===== config.mk =====
export PLATFORM = sky130hd
export DESIGN_NAME = binary_to_bcd_seq
export DESIGN_NICKNAME = d
export VERILOG_FILES = /design/src/rtl/bcd_pkg.sv /design/src/rtl/bcd_digit_adjust.sv /design/src/rtl/binary_to_bcd_seq.sv
export SDC_FILE = /design/constraint.sdc
export NUM_CORES = 1
export LEC_CHECK = 0
export ABC_AREA = 1
export BUFFER_PORTS_ARGS = -buffer_cell sky130_fd_sc_hd__buf_2
export CORE_MARGIN = 5
export CORE_UTILIZATION = 54
export CTS_BUF_LIST = sky130_fd_sc_hd__clkbuf_8
export CTS_CLUSTER_DIAMETER = 30
export DETAILED_ROUTE_END_ITERATION = 8
export GPL_TIMING_DRIVEN = 0
export PLACE_DENSITY = 0.76
export SLEW_MARGIN = 20
export SYNTH_ARGS = -nofsm -noshare
export SYNTH_HDL_FRONTEND = slang
export SYNTH_HIERARCHICAL = 1
export SYNTH_SLANG_ARGS = --single-unit

===== constraint.sdc =====
create_clock -name clk -period 2.8 [get_ports clk]
set_input_delay 0.42 -clock clk [delete_from_list [all_inputs] [get_ports clk]]
set_output_delay 0.42 -clock clk [all_outputs]
set_load 0.1 [all_outputs]

===== src/rtl/bcd_pkg.sv =====
// Shared constants, FSM encoding and sizing helper for the iterative
// binary-to-BCD converter.
package bcd_pkg;

  localparam int         BCD_NIBBLE = 4;
  localparam logic [3:0] ADJ_THRESH = 4'd5;
  localparam logic [3:0] ADJ_ADD    = 4'd3;

  typedef enum logic [1:0] {
    IDLE   = 2'd0,
    SHIFT  = 2'd1,
    FINISH = 2'd2
  } state_t;

  // Decimal digits needed to show the largest unsigned value of a given width.
  function automatic int min_digits(input int width);
    longint unsigned v;
    int              d;
    v = (64'd1 << width) - 64'd1;
    d = 1;
    for (int i = 0; i < 20; i++) begin
      if (v >= 64'd10) begin
        v = v / 64'd10;
        d++;
      end
    end
    return d;
  endfunction

endpackage


===== src/rtl/bcd_digit_adjust.sv =====
// Double-dabble correction cell: adds 3 to a BCD digit of 5 or more so the
// following left shift carries correctly into the next decimal digit.
module bcd_digit_adjust
  import bcd_pkg::*;
(
  input  logic [3:0] din,
  output logic [3:0] dout
);

  always_comb begin
    dout = din;
    if (din >= ADJ_THRESH) begin
      dout = din + ADJ_ADD;
    end
  end

endmodule


===== src/rtl/binary_to_bcd_seq.sv =====
// Iterative shift-and-add-3 binary-to-BCD converter with start/busy/done
// handshake, overflow flag and leading-zero mask for display blanking.
module binary_to_bcd_seq
  import bcd_pkg::*;
#(
  parameter int WIDTH  = 8,
  parameter int DIGITS = 3
)
(
  input  logic                clk,
  input  logic                reset_n,
  input  logic                start,
  input  logic [WIDTH-1:0]    bin_in,
  output logic                busy,
  output logic                done,
  output logic [4*DIGITS-1:0] bcd_out,
  output logic                overflow,
  output logic [DIGITS-1:0]   lz_mask
);

  localparam int ACC_W = BCD_NIBBLE * DIGITS;
  localparam int CW    = $clog2(WIDTH + 1);
  localparam logic [DIGITS-1:0] LZ_RESET = ~(DIGITS'(1));

  state_t            state_reg, state_next;
  logic [ACC_W-1:0]  acc_reg, acc_adj, acc_next;
  logic [WIDTH-1:0]  bin_reg, bin_next;
  logic [CW-1:0]     cnt_reg;
  logic              ovf_reg;

  logic              load, shift_en, finish;

  logic              done_reg;
  logic [ACC_W-1:0]  bcd_reg;
  logic              ovf_out_reg;
  logic [DIGITS-1:0] lz_reg, lz_calc;

  // Per-digit correction and blanking: digit gi is blank when it and every
  // digit above it are zero; the ones digit is never blanked.
  generate
    for (genvar gi = 0; gi < DIGITS; gi++) begin : g_digit
      bcd_digit_adjust u_adj (
        .din  (acc_reg[gi*BCD_NIBBLE +: BCD_NIBBLE]),
        .dout (acc_adj[gi*BCD_NIBBLE +: BCD_NIBBLE])
      );
      if (gi == 0) begin : g_ones
        assign lz_calc[gi] = 1'b0;
      end else begin : g_upper
        assign lz_calc[gi] = (acc_reg[ACC_W-1 : gi*BCD_NIBBLE] == '0);
      end
    end
  endgenerate

  // The MSB of the adjusted top digit is a carry of 10^DIGITS lost on shift.
  assign acc_next = {acc_adj[ACC_W-2:0], bin_reg[WIDTH-1]};
  assign bin_next = bin_reg << 1;

  always_ff @(posedge clk) begin
    if (!reset_n) begin
      state_reg <= IDLE;
    end else begin
      state_reg <= state_next;
    end
  end

  always_comb begin
    state_next = state_reg;
    unique case (state_reg)
      IDLE:    if (start) state_next = SHIFT;
      SHIFT:   if (cnt_reg == CW'(1)) state_next = FINISH;
      FINISH:  state_next = IDLE;
      default: state_next = IDLE;
    endcase
  end

  always_comb begin
    load     = (state_reg == IDLE) && start;
    shift_en = (state_reg == SHIFT);
    finish   = (state_reg == FINISH);
    busy     = (state_reg != IDLE);
  end

  always_ff @(posedge clk) begin
    if (!reset_n) begin
      acc_reg <= '0;
      bin_reg <= '0;
      cnt_reg <= '0;
      ovf_reg <= 1'b0;
    end else if (load) begin
      acc_reg <= '0;
      bin_reg <= bin_in;
      cnt_reg <= CW'(WIDTH);
      ovf_reg <= 1'b0;
    end else if (shift_en) begin
      acc_reg <= acc_next;
      bin_reg <= bin_next;
      cnt_reg <= cnt_reg - CW'(1);
      ovf_reg <= ovf_reg | acc_adj[ACC_W-1];
    end
  end

  always_ff @(posedge clk) begin
    if (!reset_n) begin
      done_reg    <= 1'b0;
      bcd_reg     <= '0;
      ovf_out_reg <= 1'b0;
      lz_reg      <= LZ_RESET;
    end else begin
      done_reg <= finish;
      if (finish) begin
        bcd_reg     <= acc_reg;
        ovf_out_reg <= ovf_reg;
        lz_reg      <= lz_calc;
      end
    end
  end

  assign done     = done_reg;
  assign bcd_out  = bcd_reg;
  assign overflow = ovf_out_reg;
  assign lz_mask  = lz_reg;

endmodule


Yosys cells after proc, flatten, opt, wreduce, memory -nomap -nowiden
Cells that the tools add are included.

Latch bits: 0. Output and inout port bits: 18. Memory bits (writable): 0. Bits in read-only memories: 0. Input bits: 11. Logic and storage cells: 42. Register bits: 43. Memories: 0.

Bitwise logic cells: 2. Equal/unequal tests: 5. Multipliers: 0. Muxes and demuxes: 10. Add/sub/neg operators: 4. Reduce and logical (&&, ||, !) cells: 8. $lt $le $gt $ge: 3. Div/mod/pow operators: 0. Shift-type cells: 0.

Operators by type and width (count): 2-to-1 mux 4 bit (5); 2-to-1 mux 8 bit (2); adder 4 x 2 -> 4 bit (second input constant) (3); greater-or-equal comparator 4 x 3 -> 1 bit (second input constant) (3); zero test 8 bit (1); equality test 4 x 1 -> 1 bit (second input constant) (1); zero test 4 bit (1); 2-to-1 mux 2 bit (2); case mux 2 bit (2 select lines) (1); nonzero test 2 bit (2); subtractor 4 x 1 -> 4 bit (second input constant) (1); equality test 2 x 1 -> 1 bit (second input constant) (1); equality test 2 bit (second input constant) (1); zero test 2 bit (1); inequality test 2 x 1 -> 1 bit (second input constant) (1); inequality test 2 bit (second input constant) (1); AND reduction 2 bit (1); OR reduction 2 bit (1); logical AND 1 bit (1); NOT 1 bit (1); bitwise OR 1 bit (1).

Depth between registers and ports, before layout
Gate-level depths: netlist of the first run.

Depth in word-level cells: 3. Depth in mapped cells: 9. Depth with buffers taken out: 9.

Hierarchy
The synthesis of the first run kept the hierarchy.

By module, submodules not included: binary_to_bcd_seq (sequential area each 860.8 µm², times used 1, area an instance 1624.1 µm², cells each 215); bcd_digit_adjust (sequential area each 0.0 µm², times used 3, area an instance 135.1 µm², cells each 23).

Worst setup path after synthesis of the first run
No wires, ideal clock.

Path kind: register -> output. Start point: register state_reg[1]. End point: output busy. Data arrival time: 1.107 ns. Required time: 2.380 ns. Path slack: 1.273 ns. Stages on the path, launching flop included: 3. Path buffers: 0. Cells stage by stage: dfxtp_1 inv_1 nand2_1.

Longest elaborated chain between the ends: 1.

Ends and longest elaborated chain: start: declaration (line binary_to_bcd_seq.sv:25) `state_t state_reg, state_next;`; start signal: assignment (line binary_to_bcd_seq.sv:62) `state_reg <= state_next;`; nonzero test 2 bit (line binary_to_bcd_seq.sv:80) `busy = (state_reg != IDLE);`; end: declaration (line binary_to_bcd_seq.sv:14) `output logic busy,`.

Every way passes these cells.

Worst setup path after layout of the first run
Ends and elaborated chain as after synthesis.

==> key figures, run 1 <==
Setup path
  • WP data required: 2380 ps
  • Slowest CP cell: buf_2
  • Worst Path Max Fanout: 4
  • Crit path DAT: 1290 ps
  • CP max stage delay: 420 ps
  • Kind of end point of the critical path: primary output
  • WP buf/inv: 2
  • CP Class: reg -> out
  • Cell Chain, Critical Path: inv_1 -> nand2_1 -> buf_2
  • RR Endpoint: acc_reg[6]
  • Setup slack, reg-to-reg: 1380 ps
  • Reg2reg start: acc_reg[4]
  • Worst setup SP type: flop
  • CP top delay family: buffers and inverters
  • FF-to-FF path depth: 7

Clock network
  • H-Tree Depth: 2
  • CTS hold repair buffers: 0
  • TritonCTS clock tree: built
  • Max clock buf depth: 2
  • Sink Count: 43
  • Total setup buffers inserted after CTS: 0
  • Cts repair resizes: 0
  • CTS buffer count: 5
  • Skew-Pair Late Insertion Delay: 300 ps
  • Clk slew on worst S/H paths: 70 ps
  • Clock root buffer: clkbuf_8

Routing
  • Via density: 5.063
  • Drt wl/cell: 11.64 um
  • WL met3: 260 um
  • Routed WL: 4.271 mm
  • WL met1: 1.847 mm
  • DRC violations left: 0
  • Detail Route Antenna Nets: 0
  • Via count: 1858
  • Initial detailed-routing violation count: 137
  • Drt pass-1 iters: 4
  • Met2 routed wirelength: 2.077 mm
  • Highest Signal Layer: met4

Synth
  • Sequential fraction of the synthesis area: 42.42%
  • Post-synth top area cell: dfxtp_1
  • Main area contributors after synthesis: dfxtp_1 42%, nand2_1 15%, nor2_1 7.6%, o21ai_0 5.4%, ha_1 4.9%
  • Post-synth top area share: 42.42%
  • Syn Std Cell Area: 2029 sq um
  • Syn nets: 303
  • Yosys cell types: 22
  • Post-synthesis cell count: 284
  • Mean Syn Cell Area: 7.146 sq um
  • Ys Warns: 6
  • Seq cells post-synth: 43

STA
  • Worst-margin pin slew: 567.8 ps
  • RSZ-0062 raised after global routing: false
  • Tmin final: 1711 ps
  • Fin. Hold Viols: 0
  • Peak Freq: 584.6 MHz
  • Worst slew margin: 61.89%
  • Setup TNS: 0 ps
  • Crit share post-route: 61.09%
  • Setup-failing EPs final: 0
  • Worst Skew: 7.042 ps
  • Worst Hold Margin: 373.7 ps
  • Fin. max-slew vios: 0

Flow run
  • Max_cap viols: 0

Power
  • Pwr per Cell Area: 542.9 nW/um^2
  • P_leak: 0.9856 nW
  • VDD IR max: 0.0003662 V
  • Power, Total: 0.001272 W

Cells and area
  • N_diodes: 0
  • Final core utilization: 63.98%
  • Layout cells sized above 1: 19.75%
  • Commonest non-fill, non-tap cell in the layout: nand2_1
  • Area delta synth->final: 15.41%
  • Post-route cell area: 2342 sq um
  • Fillers: 338
  • Nets: 337
  • Most frequent cells in the layout: 79 x nand2_1, 43 x dfxtp_1, 41 x nor2_1

Global routing
  • Global-route wire length before repair: 7.445 mm
  • Pin count of the biggest net entering global routing: 14
  • Initial antenna violation count: 0
  • Total GRT Usage: 18.04%
  • Remaining Overflow, GRT: 0
  • Vias in the first global route: 1755

Floorplanning
  • I/O Pins: 29
  • Die W: 71.31 um
  • Core area: 3661 sq um
  • Initial core utilization: 55.43%
  • Die area: 5084 sq um
  • Row cnt: 22
  • Vert. Die Dim: 71.31 um

Status
  • Status: completed

Placement
  • Post-detail-place hpwl: 3.154 mm
  • I/O Buffers: 27
  • Area after DPL: 2225 sq um
  • Gpl congestion: 0.8228

Hold path
  • Hold Path Depth: 3
  • Hold Startpoint: bin_in[0]
  • Hold Path Class: in -> reg
  • Hold Crit Endpoint: bin_reg[0]
cells by family after synthesis:
group	Yosys count	synth area share [%]
other	1	0.1848
adder cells (fa/ha/maj)	8	4.932
flip-flops	43	42.42
AND/OR/NAND/NOR	142	30.15
AO/OA/AOI/OAI	54	14.86
buffers and inverters	36	7.460
worst max path at each step:
stage	start	end	slack (ps)	cells past startpoint
floorplan	state_reg[1]	busy	1270	2
global placement	state_reg[1]	busy	1420	3
detailed placement	acc_reg[8]	ovf_reg	1410	7
CTS	state_reg[1]	busy	1090	3
global route	state_reg[1]	busy	1040	3
finish	state_reg[1]	busy	1090	3
cell usage after synthesis (all sizes together):
| cell type | n |
|---|---|
| a21oi | 21 |
| a31oi | 7 |
| buf | 7 |
| clkbuf | 2 |
| conb | 1 |
| dfxtp | 43 |
| ha | 8 |
| inv | 27 |
| nand2 | 83 |
| nand3 | 8 |
| nand4 | 1 |
| nor2 | 48 |
| nor3 | 1 |
| nor4 | 1 |
| o21ai | 26 |
worst reg2reg max path, stage by stage (launching register included):
cell,delay (ps)
dfxtp_1,470
inv_1,120
ha_1,250
nor2_4,160
nor2_4,70
o21ai_2,110
nand2_1,60
a21oi_1,120
layout make-up:
type | count | area, sq um | area share [%]
sequential | 43 | 860.8 | 36.75
clock inverter | 2 | 35.03 | 1.496
inverter | 27 | 101.3 | 4.327
tap | 48 | 60.06 | 2.564
timing repair buffer | 27 | 135.1 | 5.769
buffer | 9 | 50.05 | 2.137
multi-input combinational | 205 | 1017 | 43.43
clock buffer | 6 | 82.58 | 3.526
per-layer routing:
metal | vias to the layer above | global-route usage, %
met2 | 43 | 31.22
met5 | - | 0
met3 | 10 | 4.909
met1 | 838 | 21.21
met4 | 0 | 6.681
li1 | 967 | -
power by group:
| part | internal [W] | total, W | switching (W) |
|---|---|---|---|
| registers | 0.000628 | 0.000637 | 0.00000976 |
| logic | 0.0000364 | 0.000136 | 0.0000999 |
| clock network | 0.000289 | 0.000498 | 0.000209 |
| total | 0.000953 | 0.00127 | 0.000319 |
through the flow:
step,cells,worst slack [ps]
floorplan,284,1273
global placement,359,1422
detailed placement,359,1410
CTS,367,1091
global route,367,1040
finish,367,1089
Power figures use the tool's default switching activity.
==> run 2: changes to the inputs <==
Settings changed: ABC_AREA 1 to 0, CORE_UTILIZATION 54 to 53, PLACE_DENSITY 0.76 to 0.77.
Clock period 2.8 ns to 1.45 ns, I/O delays scaled along.
==> run 2 against run 1 <==
  * Sequential cell count is the same
  * Count of clock-buffer cells in the layout grew 1
  * Final cell count shrank 8.2%
  * Synthesized cell count shrank 11%
  * First-iteration DRC count shrank 34%
  * Routed wire length grew 4.0%
  * Die area grew 4.5%
  * Sequential power grew 95%
  * Area after synthesis grew 3.3%
  * Non-clock buffer count grew 8
==> key figures, run 2 <==
Clock network
  • Max clock buf depth: 2 (unchanged)
  • Skew-Pair Late Insertion Delay: 290 ps (about the same)
  • CTS buffer count: 5 (unchanged)
  • Clk slew on worst S/H paths: 80 ps (about the same)
  • Sink Count: 43 (unchanged)
  • CTS hold repair buffers: 0 (unchanged)
  • H-Tree Depth: 2 (unchanged)
  • TritonCTS clock tree: built
  • Clock root buffer: clkbuf_8

Power
  • Sequential fraction of design power: 52.9% (+2.8 points)
  • Pwr per Cell Area: 950.3 nW/um^2 (+75%)
  • Cell-internal power: 0.001761 W (+85%)
  • Part of the power in the clock network: 34.9% (-4.2 points)
  • Switching share of power: 24.88% (-0.21 points)
  • Power, Total: 0.002345 W (+84%)
  • VDD IR max: 0.0006990 V (+91%)
  • Comb pwr share: 12.2% (+1.5 points)
  • Sw Pwr: 0.0005832 W (+83%)
  • P_leak: 1.019 nW (+3.4%)

Floorplanning
  • Core area: 3744 sq um (+2.3%)
  • Row cnt: 22 (unchanged)
  • Initial core utilization: 56.02% (+0.58 points)
  • Die W: 72.90 um (+2.2%)
  • Die area: 5314 sq um (+4.5%)
  • I/O Pins: 29 (unchanged)
  • Vert. Die Dim: 72.90 um (+2.2%)

Synth
  • Count leader, synth: nand2_1
  • Post-synthesis mux area share: 1.909% (+1.9 points)
  • Mean Syn Cell Area: 8.321 sq um (+16%)
  • Syn Std Cell Area: 2097 sq um (+3.3%)
  • Seq cells post-synth: 43 (unchanged)
  • Adder-cell area share of the yosys netlist: 4.773% (-0.16 points)
  • Synth Area in Simple Gates: 23.63% (-6.5 points)
  • Synth async-reset ratio: 0% (unchanged)
  • Post-synth top area share: 41.05% (-1.4 points)
  • Syn nets: 271 (-11%)
  • Fraction of the mapped netlist area in compound gates: 19.33% (+4.5 points)
  • Main area contributors after synthesis: dfxtp_1 41%, nand2_1 12%, a21oi_1 5.3%, ha_1 4.8%, o221a_1 3.8%
  • Yosys cell types: 42 (+91%)
  • Commonest cells post-synth: 68 x nand2_1, 43 x dfxtp_1, 22 x a21oi_1
  • Post-synth top area cell: dfxtp_1
  • Post-synthesis cell count: 252 (-11%)
  • Ys Warns: 6 (unchanged)
  • Largest family of logic cells by synthesized area: simple AND/OR/NAND/NOR gates
  • Sequential fraction of the synthesis area: 41.05% (-1.4 points)
  • EDFF count, synth: 0 (unchanged)
  • Post-synth top flop: dfxtp_1
  • XOR/XNOR share of the synthesized area: 1.671% (+1.7 points)

Placement
  • Setup WS pre-CTS: -16.65 ps (-1427 ps)
  • Post-detail-place hpwl: 3.030 mm (-3.9%)
  • Gpl congestion: 0.8271 (+0.52%)
  • I/O Buffers: 25 (-7.4%)

STA
  • Tmin final: 1373 ps
  • Peak Freq: 728.3 MHz
  • Setup-failing EPs final: 0 (unchanged)
  • Fin. Hold Viols: 0 (unchanged)
  • Fin. max-slew vios: 0 (unchanged)
  • Worst Skew: 4.417 ps (-2.625 ps)
  • Crit share post-route: 94.69%
  • Final setup margin: 76.97 ps (-1012 ps)
  • Worst Hold Margin: 278.4 ps (-95.25 ps)
  • RSZ-0062 raised after global routing: true

Global routing
  • Pin count of the biggest net entering global routing: 13 (-1)
  • Global-route wire length before repair: 7.058 mm (-5.2%)
  • Total GRT Usage: 17.12% (-0.91 points)
  • Vias in the first global route: 1509 (-14%)
  • Initial antenna violation count: 0 (unchanged)
  • Remaining Overflow, GRT: 0 (unchanged)

Setup path
  • Worst Path Max Fanout: 4 (unchanged)
  • CP Class: reg -> reg
  • Kind of end point of the critical path: flop
  • Worst setup SP type: flop
  • Crit path DAT: 1600 ps (+310 ps)
  • WP data required: 1680 ps (-700 ps)

Routing
  • Via count: 1788 (-3.8%)
  • Via density: 5.306 (+4.8%)
  • Detail Route Antenna Nets: 0 (unchanged)
  • DRC violations left: 0 (unchanged)
  • Initial detailed-routing violation count: 91 (-34%)
  • Routed WL: 4.441 mm (+4.0%)
  • Drt pass-1 iters: 5 (+1)
  • Drt wl/cell: 13.18 um (+13%)

Cells and area
  • Area delta synth->final: 17.66%
  • Layout cells sized above 1: 24.91% (+5.2 points)
  • Commonest non-fill, non-tap cell in the layout: nand2_1
  • Most frequent cells in the layout: 68 x nand2_1, 37 x dfxtp_1, 26 x buf_2
  • N_diodes: 0 (unchanged)
  • Nets: 307 (-8.9%)
  • Final core utilization: 65.91% (+1.9 points)

Flow run
  • Max_cap viols: 0 (unchanged)

Status
  • Status: completed

Hold path
  • Hold Path Class: in -> reg
-- run 2: cell count changes in the layout (fill, tap and decap cells not counted), sizes merged, moves of 4 or more --
cell,delta
o221a,+7
mux2i,+4
nand2,-15
nor2,-36
o21ai,-18
buf,+9
nor2b,+7
nand3,-7
nand2b,+9
a31oi,-7
a21boi,+13
inv,-15
a21oi,+4
-- run 2: power by group through the flow --
stage | Combinational (W) | Clock (W) | Sequential, W
5_1_grt | 0.000316 | 0.000897 | 0.00124
6_report | 0.000287 | 0.000818 | 0.00124
4_1_cts | 0.000281 | 0.000844 | 0.00124
2_1_floorplan | 0.000218 | 0 | 0.00127
3_3_place_gp | 0.000273 | 0 | 0.00127
3_5_place_dp | 0.000277 | 0 | 0.00127
-- run 2: area by class of cell --
class	instances	area, sq um
buffer	15	115.1
inverter	11	41.29
sequential	43	870.8
fill	337	1276
multi-input combinational	183	1119
timing repair buffer	29	161.4
clock inverter	1	3.754
tap	48	60.06
clock buffer	7	96.34
-- run 2: worst max-delay path: stages, from the launching register on --
cell and delay (ps):
dfxtp_2 370, inv_2 50, ha_1 170, nand2b_4 150, a21oi_4 160, buf_4 130
xnor2_1 100, nand2_1 80, a21oi_2 110
-- run 2: cell families after synthesis --
| group | after synthesis |
|---|---|
| simple gates | 108 |
| xor+xnor | 4 |
| other cells | 1 |
| compound gates | 58 |
| flops | 43 |
| buf+inv | 26 |
| fa+ha+maj | 8 |
| mux | 4 |
-- run 2: path summary, 6_finish.rpt --
kind / startpoint / end / slack (ps) / cells after the start
worst min register to register: bcd_out[11] / bcd_out[11] / 450 / 2
worst max-delay path: acc_reg[1] / acc_reg[1] / 80 / 8
worst max register to register: acc_reg[1] / acc_reg[1] / 80 / 8
worst min-delay path: reset_n / bcd_out[5] / 280 / 2
-- run 2: metal layers --
layer  GRT usage [%]  up-vias  wire (um)
met5               0        -          0
met4           5.943        0         29
met3           4.545        4        249
met2           27.76       44       2167
met1           21.90      836       1993
li1                -      904          -
-- run 2: timing repair --
item / in CTS / in global routing
pin swaps: 1 / 5
buffers inserted: 1 / 3
resized for setup: 3 / 16
endpoints found under the setup margin: 4 / 8
-- run 2: through the flow --
stage / std cells / cell area, sq um / TNS (ps)
floorplan: 252 / 2097 / 0
global placement: 325 / 2282 / 0
detailed placement: 325 / 2282 / -31.63
CTS: 334 / 2395 / 0
global route: 337 / 2467 / -27.52
finish: 337 / 2467 / 0
